[config.mk]
export PLATFORM = sky130hd
export DESIGN_NAME = ws2801_driver_flat
export DESIGN_NICKNAME = d
export VERILOG_FILES = /design/src/rtl/ws2801_driver_pkg.sv /design/src/rtl/ws2801_driver_if.sv /design/src/rtl/ws2801_driver_bit_timer.sv /design/src/rtl/ws2801_driver.sv /design/src/flat_wrapper.sv
export SDC_FILE = /design/constraint.sdc
export NUM_CORES = 1
export LEC_CHECK = 0
export ABC_CLOCK_PERIOD_IN_PS = 2780
export CORE_MARGIN = 1.5
export CORE_UTILIZATION = 49
export CTS_CLUSTER_DIAMETER = 40
export DETAILED_ROUTE_END_ITERATION = 10
export PLACE_DENSITY_LB_ADDON = 0.3
export SLEW_MARGIN = 15
export SYNTH_ARGS = -nofsm -noshare
export SYNTH_HDL_FRONTEND = slang
export SYNTH_HIERARCHICAL = 1
export SYNTH_SLANG_ARGS = --single-unit
[constraint.sdc]
create_clock -name clk -period 2.78 [get_ports clk]
set_input_delay 0.556 -clock clk [delete_from_list [all_inputs] [get_ports clk]]
set_output_delay 0.556 -clock clk [all_outputs]
set_load 0.03 [all_outputs]
[src/rtl/ws2801_driver_pkg.sv]
// Shared types and constants for the WS2801 LED chain transmitter.
package ws2801_pkg;

  typedef struct packed {
    logic [7:0] red;
    logic [7:0] green;
    logic [7:0] blue;
  } rgb_t;

  // Transmitter FSM states:
  //   ST_IDLE     | line idle, waiting for start
  //   ST_LOAD     | requesting the next pixel, sck held low
  //   ST_SHIFT_LO | current bit on sdo, sck low
  //   ST_SHIFT_HI | sck high, sdo held
  //   ST_LATCH    | line idle so the whole chain latches
  typedef enum logic [2:0] {
    ST_IDLE,
    ST_LOAD,
    ST_SHIFT_LO,
    ST_SHIFT_HI,
    ST_LATCH
  } state_e;

  // Minimum idle time the driver chips need to latch, and their fastest clock.
  localparam int unsigned WS2801_LATCH_NS   = 500_000;
  localparam int unsigned WS2801_MAX_SCK_HZ = 25_000_000;

endpackage

[src/rtl/ws2801_driver_if.sv]
// Pixel stream and frame control between pattern logic and the transmitter.
interface ws2801_driver_if;
  import ws2801_pkg::*;

  logic start;
  rgb_t pix_data;
  logic pix_valid;
  logic pix_ready;
  logic busy;
  logic done;

  modport master (
    output start, pix_data, pix_valid,
    input  pix_ready, busy, done
  );

  modport slave (
    input  start, pix_data, pix_valid,
    output pix_ready, busy, done
  );

endinterface

[src/rtl/ws2801_driver_bit_timer.sv]
// Half-period timer for sck: strobes phase_end on the last cycle of each phase.
module ws2801_bit_timer #(
  parameter int unsigned HALF = 2
) (
  input  logic clk,
  input  logic rst_n,
  input  logic run,
  output logic phase_end
);

  localparam int unsigned W = $clog2(HALF + 1);
  localparam logic [W-1:0] RELOAD = W'(HALF - 1);

  logic [W-1:0] cnt_q, cnt_d;

  // Down-count while shifting; reload at terminal count or when idle.
  always_comb begin
    phase_end = run && (cnt_q == '0);
    cnt_d     = cnt_q - 1'b1;
    if (!run || phase_end) cnt_d = RELOAD;
  end

  // Phase counter register.
  always_ff @(posedge clk or negedge rst_n) begin
    if (!rst_n) cnt_q <= '0;
    else        cnt_q <= cnt_d;
  end

endmodule

[src/rtl/ws2801_driver.sv]
// WS2801 chain transmitter: takes one RGB pixel per LED and shifts it out
// MSB-first on sdo/sck, then idles the line long enough for the chain to latch.
module ws2801_driver
  import ws2801_pkg::*;
#(
  parameter int unsigned LEDS         = 5,
  parameter int unsigned HALF         = 2,
  parameter int unsigned LATCH_CYCLES = 25_100
) (
  input  logic             clk,
  input  logic             rst_n,
  ws2801_driver_if.slave   bus,
  output logic             sdo,
  output logic             sck
);

  localparam int unsigned PW = $clog2(LEDS + 1);
  localparam int unsigned LW = $clog2(LATCH_CYCLES + 1);
  localparam logic [PW-1:0] LAST_PIX   = PW'(LEDS - 1);
  localparam logic [LW-1:0] LATCH_LOAD = LW'(LATCH_CYCLES - 1);

  state_e        state_q, state_d;
  logic [22:0]   shreg_q, shreg_d;
  logic [4:0]    bit_q, bit_d;
  logic [PW-1:0] pix_q, pix_d;
  logic [LW-1:0] lat_q, lat_d;
  logic          sck_q, sck_d;
  logic          sdo_q, sdo_d;
  logic          rdy_q, rdy_d;
  logic          busy_q, busy_d;
  logic          done_q, done_d;
  logic          phase_end;
  logic [23:0]   pix_bits;

  assign pix_bits = bus.pix_data;

  ws2801_bit_timer #(.HALF(HALF)) u_bit_timer (
    .clk       (clk),
    .rst_n     (rst_n),
    .run       ((state_q == ST_SHIFT_LO) || (state_q == ST_SHIFT_HI)),
    .phase_end (phase_end)
  );

  // Next state, counters, and the registered outputs derived from the next state.
  always_comb begin
    state_d = state_q;
    shreg_d = shreg_q;
    bit_d   = bit_q;
    pix_d   = pix_q;
    lat_d   = lat_q;
    sdo_d   = sdo_q;
    done_d  = 1'b0;

    unique case (state_q)
      ST_IDLE: begin
        // busy_q is still high in the done cycle, which masks a start there.
        if (bus.start && !busy_q) begin
          state_d = ST_LOAD;
          pix_d   = '0;
        end
      end
      ST_LOAD: begin
        if (bus.pix_valid && rdy_q) begin
          shreg_d = pix_bits[22:0];
          sdo_d   = pix_bits[23];
          bit_d   = 5'd23;
          state_d = ST_SHIFT_LO;
        end
      end
      ST_SHIFT_LO: begin
        if (phase_end) state_d = ST_SHIFT_HI;
      end
      ST_SHIFT_HI: begin
        if (phase_end) begin
          if (bit_q != 5'd0) begin
            bit_d   = bit_q - 5'd1;
            sdo_d   = shreg_q[22];
            shreg_d = {shreg_q[21:0], 1'b0};
            state_d = ST_SHIFT_LO;
          end else if (pix_q < LAST_PIX) begin
            pix_d   = pix_q + 1'b1;
            state_d = ST_LOAD;
          end else begin
            lat_d   = LATCH_LOAD;
            state_d = ST_LATCH;
          end
        end
      end
      ST_LATCH: begin
        if (lat_q == '0) begin
          done_d  = 1'b1;
          state_d = ST_IDLE;
        end else begin
          lat_d = lat_q - 1'b1;
        end
      end
      default: state_d = ST_IDLE;
    endcase

    if ((state_d == ST_IDLE) || (state_d == ST_LATCH)) sdo_d = 1'b0;
    sck_d  = (state_d == ST_SHIFT_HI);
    rdy_d  = (state_d == ST_LOAD);
    busy_d = (state_d != ST_IDLE) || done_d;
  end

  // State, datapath and output registers; reset aborts any frame in flight.
  always_ff @(posedge clk or negedge rst_n) begin
    if (!rst_n) begin
      state_q <= ST_IDLE;
      shreg_q <= '0;
      bit_q   <= '0;
      pix_q   <= '0;
      lat_q   <= '0;
      sck_q   <= 1'b0;
      sdo_q   <= 1'b0;
      rdy_q   <= 1'b0;
      busy_q  <= 1'b0;
      done_q  <= 1'b0;
    end else begin
      state_q <= state_d;
      shreg_q <= shreg_d;
      bit_q   <= bit_d;
      pix_q   <= pix_d;
      lat_q   <= lat_d;
      sck_q   <= sck_d;
      sdo_q   <= sdo_d;
      rdy_q   <= rdy_d;
      busy_q  <= busy_d;
      done_q  <= done_d;
    end
  end

  assign sck           = sck_q;
  assign sdo           = sdo_q;
  assign bus.pix_ready = rdy_q;
  assign bus.busy      = busy_q;
  assign bus.done      = done_q;

endmodule

[src/flat_wrapper.sv]
// flat-port wrapper written by rule: the top's interface ports become plain ports
module ws2801_driver_flat import ws2801_pkg::*;
#(
  parameter int unsigned LEDS         = 5,
  parameter int unsigned HALF         = 2,
  parameter int unsigned LATCH_CYCLES = 25_100
)
  (clk, rst_n, sdo, sck, bus_start, bus_pix_data, bus_pix_valid, bus_pix_ready, bus_busy, bus_done);
  ws2801_driver_if bus_i ();
  input  logic clk;
  input  logic rst_n;
  output logic sdo;
  output logic sck;
  input wire logic [$bits(bus_i.start)-1:0] bus_start;
  input wire logic [$bits(bus_i.pix_data)-1:0] bus_pix_data;
  input wire logic [$bits(bus_i.pix_valid)-1:0] bus_pix_valid;
  output wire logic [$bits(bus_i.pix_ready)-1:0] bus_pix_ready;
  output wire logic [$bits(bus_i.busy)-1:0] bus_busy;
  output wire logic [$bits(bus_i.done)-1:0] bus_done;
  assign bus_i.start = bus_start;
  assign bus_i.pix_data = bus_pix_data;
  assign bus_i.pix_valid = bus_pix_valid;
  assign bus_pix_ready = bus_i.pix_ready;
  assign bus_busy = bus_i.busy;
  assign bus_done = bus_i.done;
  ws2801_driver #(.LEDS(LEDS), .HALF(HALF), .LATCH_CYCLES(LATCH_CYCLES)) u_core (.clk(clk), .rst_n(rst_n), .bus(bus_i), .sdo(sdo), .sck(sck));
endmodule
Word-level counts from Yosys, hierarchy flattened
Cells that the tools add are included.
{"block": "word_totals", "regBits": 56, "in_bits": 28, "out_inout_bits": 5, "elab_cells": 91}
{"block": "op_classes", "addsub": 4, "n_lt_le_gt_ge": 1, "eq_ne": 18, "muxes": 34, "reduce_logical": 23}
{"cell": "2-to-1 mux 23 bit", "count": 3}
{"cell": "2-to-1 mux 15 bit", "count": 4}
{"cell": "one-hot mux 23 bit (2 select lines)", "count": 1}
{"cell": "2-to-1 mux 3 bit", "count": 11}
{"cell": "one-hot mux 15 bit (2 select lines)", "count": 1}
{"cell": "logical NOT 15 bit", "count": 1}
{"cell": "2-to-1 mux 5 bit", "count": 3}
{"cell": "one-hot mux 3 bit (5 select lines)", "count": 1}
{"cell": "subtractor 15 x 1 -> 15 bit, second input constant", "count": 1}
{"cell": "inequality test 2 bit, second input constant", "count": 5}
{"cell": "one-hot mux 5 bit (2 select lines)", "count": 1}
{"cell": "AND reduction 5 bit", "count": 2}
{"cell": "equality test 3 x 2 -> 1 bit, second input constant", "count": 3}
{"cell": "AND reduction 4 bit", "count": 2}
{"cell": "equality test 3 x 1 -> 1 bit, second input constant", "count": 2}
{"cell": "equality test 3 bit, second input constant", "count": 2}
{"cell": "logical NOT 3 bit", "count": 2}
{"cell": "2-to-1 mux 1 bit", "count": 6}
{"cell": "inequality test 2 x 1 -> 1 bit, second input constant", "count": 3}
{"cell": "one-hot mux 3 bit (2 select lines)", "count": 1}
{"cell": "nonzero test 2 bit", "count": 3}
{"cell": "nonzero test 3 bit", "count": 2}
{"cell": "nonzero test 5 bit", "count": 1}
{"cell": "subtractor 5 x 1 -> 5 bit, second input constant", "count": 1}
{"cell": "12 further kinds", "count": 18}

Logic depth before layout (Yosys ltp)
{"block": "logic_depth", "depth_word": 9, "mapped_depth": 9, "mapped_depth_nobuf": 7}

Modules after synthesis
The synthesis kept the hierarchy.
{"mod": "ws2801_driver", "instances": 1, "cells_each": 298, "area_per_inst_um2": 2851.5, "seq_area_each_um2": 1351.3}
{"mod": "ws2801_bit_timer", "instances": 1, "cells_each": 8, "area_per_inst_um2": 97.6, "seq_area_each_um2": 50.0}

Least setup slack after synthesis
Ideal clock, no wire load.
{"block": "synth_timing", "kind": "register to register", "start": "register u_core.bit_q[0]", "end": "register u_core.lat_q[2]", "setup_ps": 129, "t_arrival_ps": 1943, "t_required_ps": 2651, "slack_ps": 708, "path_stages_with_launch": 9, "n_path_buf": 2, "synth_period_minus_slack_ps": 2072, "path_cell_list": "dfrtp_1 -> inv_1 -> ha_1 -> or4b_1 -> buf_2 -> or4_4 -> buf_6 -> o211ai_1 -> o31ai_1"}
{"block": "synth_between", "elab_chain_cells": 3}
{"item": "start, declared", "line": "ws2801_driver.sv:24", "text": "logic [4:0] bit_q, bit_d;"}
{"item": "start signal, assigned", "line": "ws2801_driver.sv:122", "text": "bit_q <= bit_d;"}
{"item": "nonzero test 5 bit", "line": "ws2801_driver.sv:75", "text": "if (bit_q != 5'd0) begin"}
{"item": "inequality test 2 bit (no source line)"}
{"item": "AND reduction 5 bit (no source line)"}
{"item": "end signal, assigned", "line": "ws2801_driver.sv:124", "text": "lat_q <= lat_d;"}
{"item": "end, declared", "line": "ws2801_driver.sv:26", "text": "logic [LW-1:0] lat_q, lat_d;"}
No other way between the ends.
A chain may end at the register's enable or synchronous reset.

Worst setup path after layout
{"block": "layout_timing", "start": "register u_core.bit_q[0]", "end": "register u_core.lat_q[5]"}
The elaborated chain is that of the path after synthesis.

==> reports/metrics.csv <==
stage,metric,value,unit
outcome,status,finished clean,
logic_synthesis,yosys-top-cells-area,"dfrtp_1 (48%), nand2_1 (9.7%), mux2_2 (8.4%)",
timing,setup_viol,0,
timing,finalHoldViolations,0,
critical_path,crit_chain,inv_1 > ha_1 > or4b_1 > or4_4 > o211ai_1 > o21ai_1,
place,gp_congestion,0.8423,
place,portBuffers,32,
critical_path,critPathKind,flop to flop,
place,placed_cells,409,
critical_path,slowest_delay,0.61,ns
global_routing,gr-total-overflow,0,
final_layout,final_util,59.50,%
die,die-height,80.58,um
cts,clockBufferDepth,2,
cts,h-tree-depth,2,
timing,max_slew_margin,47.70,%
critical_path,cp_top_family,simple AND/OR/NAND/NOR gates,
timing,fin_crit_sh,79.12,%
cts,clock-root-buffer,clkbuf_8,
logic_synthesis,synth_nets,340,
place,dp_hpwl,3992,um
final_layout,final_nets,375,
die,io-pin-count,33,
cts,tritoncts,done,
critical_path,critPathRequiredTime,2.97,ns
final_layout,syn_to_final_growth,18.03,%
power_and_ir_drop,ir_worst_vdd,0.0005897,V
place,pre_cts_slack,0.4352,ns
timing,fin_tns_setup,0,ns
critical_path,critPathMaxFanout,8,
power_and_ir_drop,power,3.151,mW
final_layout,final_cell_mix,"nand2_1 (76), dfrtp_1 (56), clkdlybuf4s50_1 (31)",
final_layout,final_cell_area,3481,um2
logic_synthesis,synth_ff_type,dfrtp_1,
logic_synthesis,synthCells,306,
die,dieArea,6493,um2
global_routing,grt_pass1_vias,2224,
cts,cts_resized,0,
timing,setup_ws,0.5804,ns
critical_path,end_kind,flop,
logic_synthesis,avgSynthCellArea,9.638,um2
worst_hold_path,hold_class,input port to async pin,
timing,fin_crit,2.200,ns
die,core_region_area,5851,um2
detailed_routing,wl_per_cell,13.90,um
final_layout,layout_commonest_cell,nand2_1,
critical_path,crit_buf_inv,1,
timing,skew,0.004142,ns
job,cap_violations,0,
logic_synthesis,synth.distinct_cells,50,
critical_path,crit_path_start_kind,flop,
power_and_ir_drop,p_per_area,905.3,nW/um2
power_and_ir_drop,p_leak,1.600,nW
global_routing,grt_max_degree,33,
logic_synthesis,async_flop_share,100.0,%
die,std_cell_rows,28,
cts,post_cts_buffers,0,
place,placed_area,3373,um2
global_routing,grt_pass1_wl,10070,um
logic_synthesis,syn_area,2949,um2
cts,path_clk_slew,0.10,ns
logic_synthesis,synth_seq_cells,56,
cts,cts_made_buffers,5,
detailed_routing,detail_route.wirelength,5798,um
global_routing,antenna_found_initial,0,
critical_path,arrival,2.39,ns
critical_path,slowest_stage,or4_4,
detailed_routing,drc,0,
detailed_routing,vias,2278,
timing,rsz0062_at_grt,no,
cts,cts_sinks,56,
timing,clock.fmax,0.4546,GHz
die,dieWidth,80.58,um
timing,hold-worst-slack,0.2780,ns
cts,clk-insertion-delay-late,0.31,ns
global_routing,grt_use_total,20.19,%
logic_synthesis,yosysWarnings,6,
detailed_routing,viasPerCell,5.463,
timing,finalMaxSlewViolations,0,
logic_synthesis,synth_largest_area_cell,dfrtp_1,
final_layout,num_antenna_cells,0,
final_layout,layout-drive-gt1-share,14.62,%
final_layout,fin_cells,417,
detailed_routing,dr.pass1.iters,4,
logic_synthesis,synth-edff-count,0,
detailed_routing,first_iter_violations,84,
cts,cts_hold_buf,0,
logic_synthesis,seq_area_frac_synth,47.52,%
detailed_routing,antenna_left,0,
die,start_util,50.41,%
logic_synthesis,yosysTopAreaCellShare,47.52,%
timing,tightest_slew,0.7816,ns
-- worst paths after layout --
kind / startpoint / end / slack (ns) / cells past startpoint
hold / removal: rst_n / u_core/pix_q[1]$_DFFE_PN0P_ / 0.28 / 1
max in group asynchronous: rst_n / u_core/lat_q[5]$_DFFE_PN0P_ / 1.84 / 2
setup / recovery: u_core/bit_q[0]$_DFFE_PN0P_ / u_core/lat_q[5]$_DFFE_PN0P_ / 0.58 / 6
hold reg to reg: u_core/u_bit_timer/cnt_q[0]$_DFF_PN0_ / u_core/u_bit_timer/cnt_q[0]$_DFF_PN0_ / 0.49 / 1
setup reg to reg: u_core/bit_q[0]$_DFFE_PN0P_ / u_core/lat_q[5]$_DFFE_PN0P_ / 0.58 / 6
min in group clk: u_core/u_bit_timer/cnt_q[0]$_DFF_PN0_ / u_core/u_bit_timer/cnt_q[0]$_DFF_PN0_ / 0.49 / 1
-- layout make-up --
| type | count | area [um2] |
|---|---|---|
| clock inverter | 2 | 35.03 |
| timing repair buffer | 42 | 390.4 |
| inverter | 14 | 52.55 |
| clock buffer | 6 | 72.57 |
| tap | 75 | 93.84 |
| multi-input combinational | 222 | 1435 |
| sequential | 56 | 1401 |
| fill | 499 | 2370 |
-- cell usage after synthesis (4+ instances only) --
cell type	instances
nand2b_1	6
or4_1	7
nand3_1	6
or3_1	4
o211ai_1	5
clkbuf_1	7
inv_1	14
dfrtp_1	56
nor2_1	14
o31ai_1	6
mux2i_1	8
mux2_2	22
nor4_1	5
o21ai_0	8
nor3_1	6
a21oi_1	5
buf_2	6
nand2_1	76
ha_1	6
-- per-layer routing --
metal	part of all wire, %	routed length, um	vias to the layer above	global-route usage, %
met3	4.4	257	5	5.341
li1	-	-	1133	-
met5	0	0	-	0
met4	1.2	69	0	7.931
met1	48	2799	1093	25.88
met2	46	2672	47	32.35
-- sequential cells by signal, summed over array words and instances, names as in the netlist, 2 cells and up --
name	cells
u_core/state_q	3
u_core/pix_q	3
u_core/shreg_q	23
u_core/lat_q	15
u_core/bit_q	5
u_core/u_bit_timer/cnt_q	2
-- worst reg2reg max path: stages (launching register included) --
cell and delay [ns]:
dfrtp_1 0.39, inv_1 0.11, ha_1 0.17, or4b_1 0.58, or4_4 0.62, o211ai_1 0.13
o21ai_1 0.09
-- cell families after synthesis --
group                    Yosys count  share of synthesized area, %
buffers and inverters             28                         4.073
flip-flops                        56                         47.52
XOR/XNOR                           1                        0.2970
adder cells (fa/ha/maj)            6                         2.546
multiplexers                      30                         11.12
AO/OA/AOI/OAI                     40                         9.758
AND/OR/NAND/NOR                  145                         24.69
-- report_power, final --
group          internal, mW  switching [mW]  total, mW
Sequential             1.09           0.145       1.23
Combinational         0.660           0.731       1.39
Clock                 0.268           0.262      0.529
No activity file was read; power rests on OpenSTA's default activity.
